==> src/rtl/emsggen_pkg.sv <==
// Shared helpers for the compressed-message generator: clog2, out_comp field
// offsets for the default geometry, and the clamp-at-zero subtract.
package emsggen_pkg;

    function automatic int clog2(input int n);
        int r;
        r = 0;
        for (int i = 0; i < 31; i++) begin
            if ((1 << i) < n) r = i + 1;
        end
        return r;
    endfunction

    localparam int DEF_W  = 6;
    localparam int DEF_WC = 18;
    localparam int DEF_IW = clog2(DEF_WC);

    // out_comp layout, LSB up: signs, parity, idx, min2, min1
    localparam int PAR_BIT  = DEF_WC;
    localparam int IDX_LSB  = PAR_BIT + 1;
    localparam int MIN2_LSB = IDX_LSB + DEF_IW;
    localparam int MIN1_LSB = MIN2_LSB + DEF_W - 1;

    function automatic int unsigned sat0(input int unsigned a, input int unsigned b);
        return (a > b) ? a - b : 0;
    endfunction

endpackage

==> src/rtl/emsggen_serial_min2_tree.sv <==
// Combinational min1/min2/argmin over P magnitude lanes; on equal values the
// lower lane keeps min1, so min1 == min2 is a legal result.
module min2_tree
    import emsggen_pkg::*;
#(
    parameter int W  = 6,
    parameter int P  = 3,
    parameter int LW = (P > 1) ? clog2(P) : 1
) (
    input  logic [P*(W-1)-1:0] i_mag,
    output logic [W-2:0]       o_min1,
    output logic [W-2:0]       o_min2,
    output logic [LW-1:0]      o_idx
);

    // NOTE: every output gets a value before the loop so no latch is inferred.
    always_comb begin
        logic [W-2:0] v;
        o_min1 = i_mag[W-2:0];
        o_min2 = '1;
        o_idx  = '0;
        for (int k = 1; k < P; k++) begin
            v = i_mag[k*(W-1) +: (W-1)];
            if (v < o_min1) begin
                o_min2 = o_min1;
                o_min1 = v;
                o_idx  = LW'(k);
            end else if (v < o_min2) begin
                o_min2 = v;
            end
        end
    end

endmodule

==> src/rtl/emsggen_serial.sv <==
// Partial-parallel check-node compressed-message generator: folds P messages
// per beat into min1/min2/idx/signs/parity and emits one word per row.
module emsggen_serial
    import emsggen_pkg::*;
#(
    parameter int W  = 6,
    parameter int WC = 18,
    parameter int P  = 3,
    parameter int IW = clog2(WC),
    parameter int CW = 2*(W-1) + IW + WC + 1
) (
    input  logic           clk,
    input  logic           rst,
    input  logic           in_valid,
    output logic           in_ready,
    input  logic [W*P-1:0] in_msg,
    input  logic [W-2:0]   offset,
    output logic           out_valid,
    input  logic           out_ready,
    output logic [CW-1:0]  out_comp
);

    localparam int M  = W - 1;
    localparam int NB = WC / P;
    localparam int BW = (NB > 1) ? clog2(NB) : 1;
    localparam int LW = (P > 1) ? clog2(P) : 1;

    logic [BW-1:0] r_bcnt;
    logic [M-1:0]  r_min1, r_min2, r_off;
    logic [IW-1:0] r_idx;
    logic          r_par;
    logic [WC-1:0] r_signs;
    logic          r_out_valid;
    logic [CW-1:0] r_out_comp;

    logic [P*M-1:0] w_mags;
    logic [P-1:0]   w_bsigns;
    logic [M-1:0]   w_bmin1, w_bmin2, w_off;
    logic [LW-1:0]  w_lane;
    logic [IW-1:0]  w_bidx;
    logic           w_first, w_last, w_accept, w_load;
    logic [M-1:0]   w_min1, w_min2, w_min1_adj, w_min2_adj;
    logic [IW-1:0]  w_idx;
    logic           w_par;
    logic [WC-1:0]  w_signs;

    always_comb begin
        for (int k = 0; k < P; k++) begin
            w_mags[k*M +: M] = in_msg[k*W +: M];
            w_bsigns[k]      = in_msg[k*W + M];
        end
    end

    min2_tree #(.W(W), .P(P), .LW(LW)) u_tree (
        .i_mag  (w_mags),
        .o_min1 (w_bmin1),
        .o_min2 (w_bmin2),
        .o_idx  (w_lane)
    );

    assign w_first  = (r_bcnt == '0);
    assign w_last   = (r_bcnt == BW'(NB - 1));
    assign in_ready = !(w_last && r_out_valid && !out_ready);
    assign w_accept = in_valid && in_ready;
    assign w_load   = w_accept && w_last;
    assign w_bidx   = IW'(int'(r_bcnt) * P + int'(w_lane));
    assign w_off    = w_first ? offset : r_off;

    // Beat 0 seeds the running values; later beats merge, a tie keeps the older min1.
    always_comb begin
        w_min1  = r_min1;
        w_min2  = r_min2;
        w_idx   = r_idx;
        w_par   = r_par ^ (^w_bsigns);
        w_signs = r_signs;
        if (w_first) begin
            w_min1  = w_bmin1;
            w_min2  = w_bmin2;
            w_idx   = w_bidx;
            w_par   = ^w_bsigns;
            w_signs = '0;
        end else if (w_bmin1 < r_min1) begin
            w_min1 = w_bmin1;
            w_min2 = (r_min1 < w_bmin2) ? r_min1 : w_bmin2;
            w_idx  = w_bidx;
        end else if (w_bmin1 < r_min2) begin
            w_min2 = w_bmin1;
        end
        for (int k = 0; k < P; k++) begin
            w_signs[IW'(int'(r_bcnt) * P + k)] = w_bsigns[k];
        end
    end

    assign w_min1_adj = M'(sat0(32'(w_min1), 32'(w_off)));
    assign w_min2_adj = M'(sat0(32'(w_min2), 32'(w_off)));

    // NOTE: state registers use non-blocking assignments so every flop samples pre-edge values.
    always_ff @(posedge clk or negedge rst) begin
        if (!rst) begin
            r_bcnt  <= '0;
            r_min1  <= '0;
            r_min2  <= '0;
            r_idx   <= '0;
            r_par   <= 1'b0;
            r_signs <= '0;
            r_off   <= '0;
        end else if (w_accept) begin
            r_bcnt  <= w_last ? '0 : r_bcnt + 1'b1;
            r_min1  <= w_min1;
            r_min2  <= w_min2;
            r_idx   <= w_idx;
            r_par   <= w_par;
            r_signs <= w_signs;
            r_off   <= w_off;
        end
    end

    always_ff @(posedge clk or negedge rst) begin
        if (!rst) begin
            r_out_valid <= 1'b0;
            r_out_comp  <= '0;
        end else if (w_load) begin
            r_out_valid <= 1'b1;
            r_out_comp  <= {w_min1_adj, w_min2_adj, w_idx, w_par, w_signs};
        end else if (out_ready) begin
            r_out_valid <= 1'b0;
        end
    end

    assign out_valid = r_out_valid;
    assign out_comp  = r_out_comp;

endmodule

==> config.mk <==
export PLATFORM = sky130hd
export DESIGN_NAME = emsggen_serial
export DESIGN_NICKNAME = d
export VERILOG_FILES = /design/src/rtl/emsggen_pkg.sv /design/src/rtl/emsggen_serial_min2_tree.sv /design/src/rtl/emsggen_serial.sv
export SDC_FILE = /design/constraint.sdc
export NUM_CORES = 1
export LEC_CHECK = 0
export CAP_MARGIN = 15
export CORE_MARGIN = 2
export CORE_UTILIZATION = 38
export DETAILED_ROUTE_END_ITERATION = 10
export GPL_TIMING_DRIVEN = 0
export PLACE_DENSITY = 0.61
export SLEW_MARGIN = 40
export SYNTH_ARGS = -nofsm -noshare
export SYNTH_HDL_FRONTEND = slang
export SYNTH_HIERARCHICAL = 1
export SYNTH_SLANG_ARGS = --single-unit
==> constraint.sdc <==
create_clock -name clk -period 3.59 [get_ports clk]
set_clock_uncertainty 0.05 [all_clocks]
set_input_delay 1.077 -clock clk [delete_from_list [all_inputs] [get_ports clk]]
set_output_delay 1.077 -clock clk [all_outputs]
set_load 0.01 [all_outputs]
==> impl_metrics.py <==
metrics = {
    "status": {
        "status": "finished with violations",
        "violations": "negative setup slack",
    },
    "synth": {
        "synth_top_area_share_pct": 32.9,
        "synth-async-reset-ratio_pct": 100,
        "yosys.area_share.adder_pct": 12.0,
        "synth.largest_area_cell": "dfrtp_1",
        "synth_fp_nets": 742,
        "syn_avg_cell_area_um2": 8.87,
        "yosys.area_share.simple_pct": 16.1,
        "synth_cells": 661,
        "synthDistinctLibCells": 65,
        "synth-main-ff-cell": "dfrtp_1",
        "synth_top_family_by_area": "compound AO/OA/AOI/OAI gates",
        "ys_top_cells_by_count": "nand2_1, dfrtp_1, o21ai_0",
        "synth-warning-count": 6,
        "synth-xor-area-share_pct": 2.86,
        "syn_area_um2": 5860,
        "yosysSeqAreaShare_pct": 32.9,
        "synth_enable_flop_cells": 0,
        "ys_ff_latch": 77,
        "synth_compound_area_share_pct": 17.2,
        "ys_top_cells_by_area": "dfrtp_1, ha_1, mux2i_1",
        "muxShareOfSynthArea_pct": 13.4,
        "yosysMostFrequentCell": "nand2_1",
    },
    "drt": {
        "drc": 0,
        "ant_nets": 0,
        "drt_iter0_drc": 482,
        "vias": 5631,
        "wl_per_cell_um": 18.5,
        "first_pass_iters": 5,
        "drt_wl_total_um": 18600,
        "vias_per_cell": 5.61,
    },
    "grt": {
        "use_met1_pct": 27.2,
        "grt_pass1_vias": 5762,
        "top_usage_layer": "met2",
        "antenna_found_initial": 0,
        "grt_max_degree": 49,
        "grt_usage_pct": 22.4,
        "grt_pass1_wl_um": 29100,
        "grt_use_met2_pct": 38.8,
        "grt.overflow.total": 0,
        "use_met3_pct": 5.47,
    },
    "floorplan": {
        "floorplan.initialDensity_pct": 38.7,
        "die_area_um2": 16400,
        "die_w_um": 128,
        "pin_count": 63,
        "fp.dieH_um": 128,
        "core.rowCount": 45,
        "core_um2": 15100,
    },
    "finish": {
        "final_util_pct": 56.0,
        "regArea_um2": 1930,
        "syn2layout_area_growth_pct": 44.7,
        "nNetsFinal": 892,
        "stdcell_area_um2": 8480,
        "multi_input_area_um2": 4320,
        "antenna_cells": 0,
        "n_fill_cell": 1273,
        "drive_gt1_share_pct": 30.0,
    },
    "min_path": {
        "hold_class": "reg2reg",
    },
    "worst_setup_path": {
        "r2r.worst_path.cells": 15,
        "cp_common_cell": "buf_4",
        "critPathMaxFanout": 10,
        "critPathRequiredTime_ps": 3820,
        "cpMaxStageDelayCell": "o21ai_0",
        "critPathMaxStageDelay_ps": 420,
        "path_buf_inv": 15,
        "start_kind": "primary input",
        "path_class": "in2reg",
        "setup.worst_path.end_class": "flop",
        "worstPathArrival_ps": 6840,
        "critPathCapture": "out_comp[27]",
        "critical-path-top-delay-family": "buffers and inverters",
        "reg2reg_to": "out_comp[27]",
        "crit_start": "in_msg[3]",
        "r2r_slack_ps": -560,
        "crit_cells": 34,
        "r2r_start": "r_bcnt[1]",
    },
    "power": {
        "p_sw_uw": 4190,
        "powerDensity_nw_per_um2": 1120,
        "leakage_uw": 0.00379,
        "seq_power_share_pct": 15.9,
        "combPwrFrac_pct": 73.5,
        "switching_share_pct": 44.1,
        "irDropWorstVdd_mv": 0.471,
        "total_power_uw": 9500,
        "intPower_uw": 5310,
        "pwr-share-clk_pct": 10.6,
    },
    "sta": {
        "hold_slack_ps": 431,
        "period_share_pct": 184,
        "setup_viol": 30,
        "max-slew-margin-rel_pct": 47.4,
        "hold_violations": 0,
        "max_freq_ghz": 0.151,
        "rsz0062_at_grt": "yes",
        "worst_slew_pin_slew_ps": 790,
        "period_needed_ps": 6610,
        "setup_slack_ps": -3020,
        "slew_violations": 0,
    },
    "cts": {
        "cts_tree": "built",
        "root_buffer": "clkbuf_16",
        "cts_buffers": 9,
        "h-tree-depth": 3,
        "holdBufCountCts": 0,
        "clock_latency_ps": 340,
        "cts_sinks": 77,
        "cts_buffer_depth": 2,
        "clk_pin_slew_ps": 60,
    },
    "place": {
        "gp_congestion": 0.906,
        "io_buffers": 61,
        "dpl_cell_area_um2": 6940,
        "dp_hpwl_um": 12300,
        "place_ws_ps": -4310,
    },
    "job": {
        "max_cap_violations": 0,
    },
}
-- power by group through the flow --
stage	Clock [uW]	Sequential [uW]	Combinational, uW
finish	1000	1510	6980
global route	1060	1560	7520
CTS	1030	1490	5910
detailed placement	0	1490	4860
global placement	0	1490	4700
floorplan	0	1500	3490
-- placed cells by master, fill, tap and decap left out, drive strengths merged, types with 5 or more instances in the layout --
master / instances
a211oi: 7
a21oi: 21
a22o: 10
a31oi: 10
and3: 7
buf: 101
clkbuf: 32
clkdlybuf4s50: 49
dfrtp: 77
ha: 50
inv: 45
mux2: 33
mux2i: 41
nand2: 101
nand2b: 5
nand3: 19
nand3b: 5
nand4: 5
nor2: 30
nor2b: 8
nor3: 5
nor3b: 5
o211ai: 5
o21ai: 63
xnor2: 13
-- per-stage QoR --
stage,cells,setup TNS [ps]
final,1004,-65270
after global routing,1004,-70640
after CTS,988,-62090
after detailed placement,911,-98870
after global placement,910,-200550
after floorplan,661,-57590
-- final cells by class --
class	count	share of cell area (%)
Buffer	35	2.24
Clock buffer	11	2.86
Tap cell	188	2.77
Clock inverter	5	0.988
Multi-Input combinational cell	504	51.0
Inverter	45	2.17
Sequential cell	77	22.7
Timing Repair Buffer	139	15.3
-- repair_timing --
item	in CTS	in global routing
pin swaps	47	29
resized for setup	126	64
endpoints found under the setup margin	31	30
cloned	1	0
buffers inserted	60	20
-- per-layer routing --
metal  up-vias  part of all wire, %
li1       2664                    -
met1      2756                   43
met2       168                   49
met3        43                  5.0
met4         0                  2.5
met5         -                    0
-- flip-flops by register name (all words and copies together), names as in the netlist --
register,flops
out_comp,34
out_valid,1
r_bcnt,3
r_idx,5
r_min1,5
r_min2,5
r_off,5
r_par,1
r_signs,18
-- cell families (layout without fill, tap and decap cells) --
| family | count (synthesis) | count (layout) |
|---|---|---|
| AO/OA/AOI/OAI | 155 | 155 |
| XOR/XNOR | 17 | 17 |
| flip-flops | 77 | 77 |
| multiplexers | 74 | 74 |
| buffers and inverters | 80 | 235 |
| adder cells (fa/ha/maj) | 54 | 54 |
| AND/OR/NAND/NOR | 204 | 204 |
-- tightest hold or removal path, stage by stage, from the launching register on --
cell and delay (ps):
dfrtp_1 340, nand2_1 40, o21ai_0 60
-- how the worst min path moves through the flow --
stage / startpoint / end / cells past startpoint
after floorplan: r_off[0] / r_off[0] / 2
after global placement: r_off[3] / r_off[3] / 2
after detailed placement: r_off[0] / r_off[0] / 2
after CTS: r_off[0] / r_off[0] / 2
after global routing: r_off[4] / r_off[4] / 2
final: r_signs[17] / r_signs[17] / 2
Note: power is estimated with default switching activity, not from simulation.
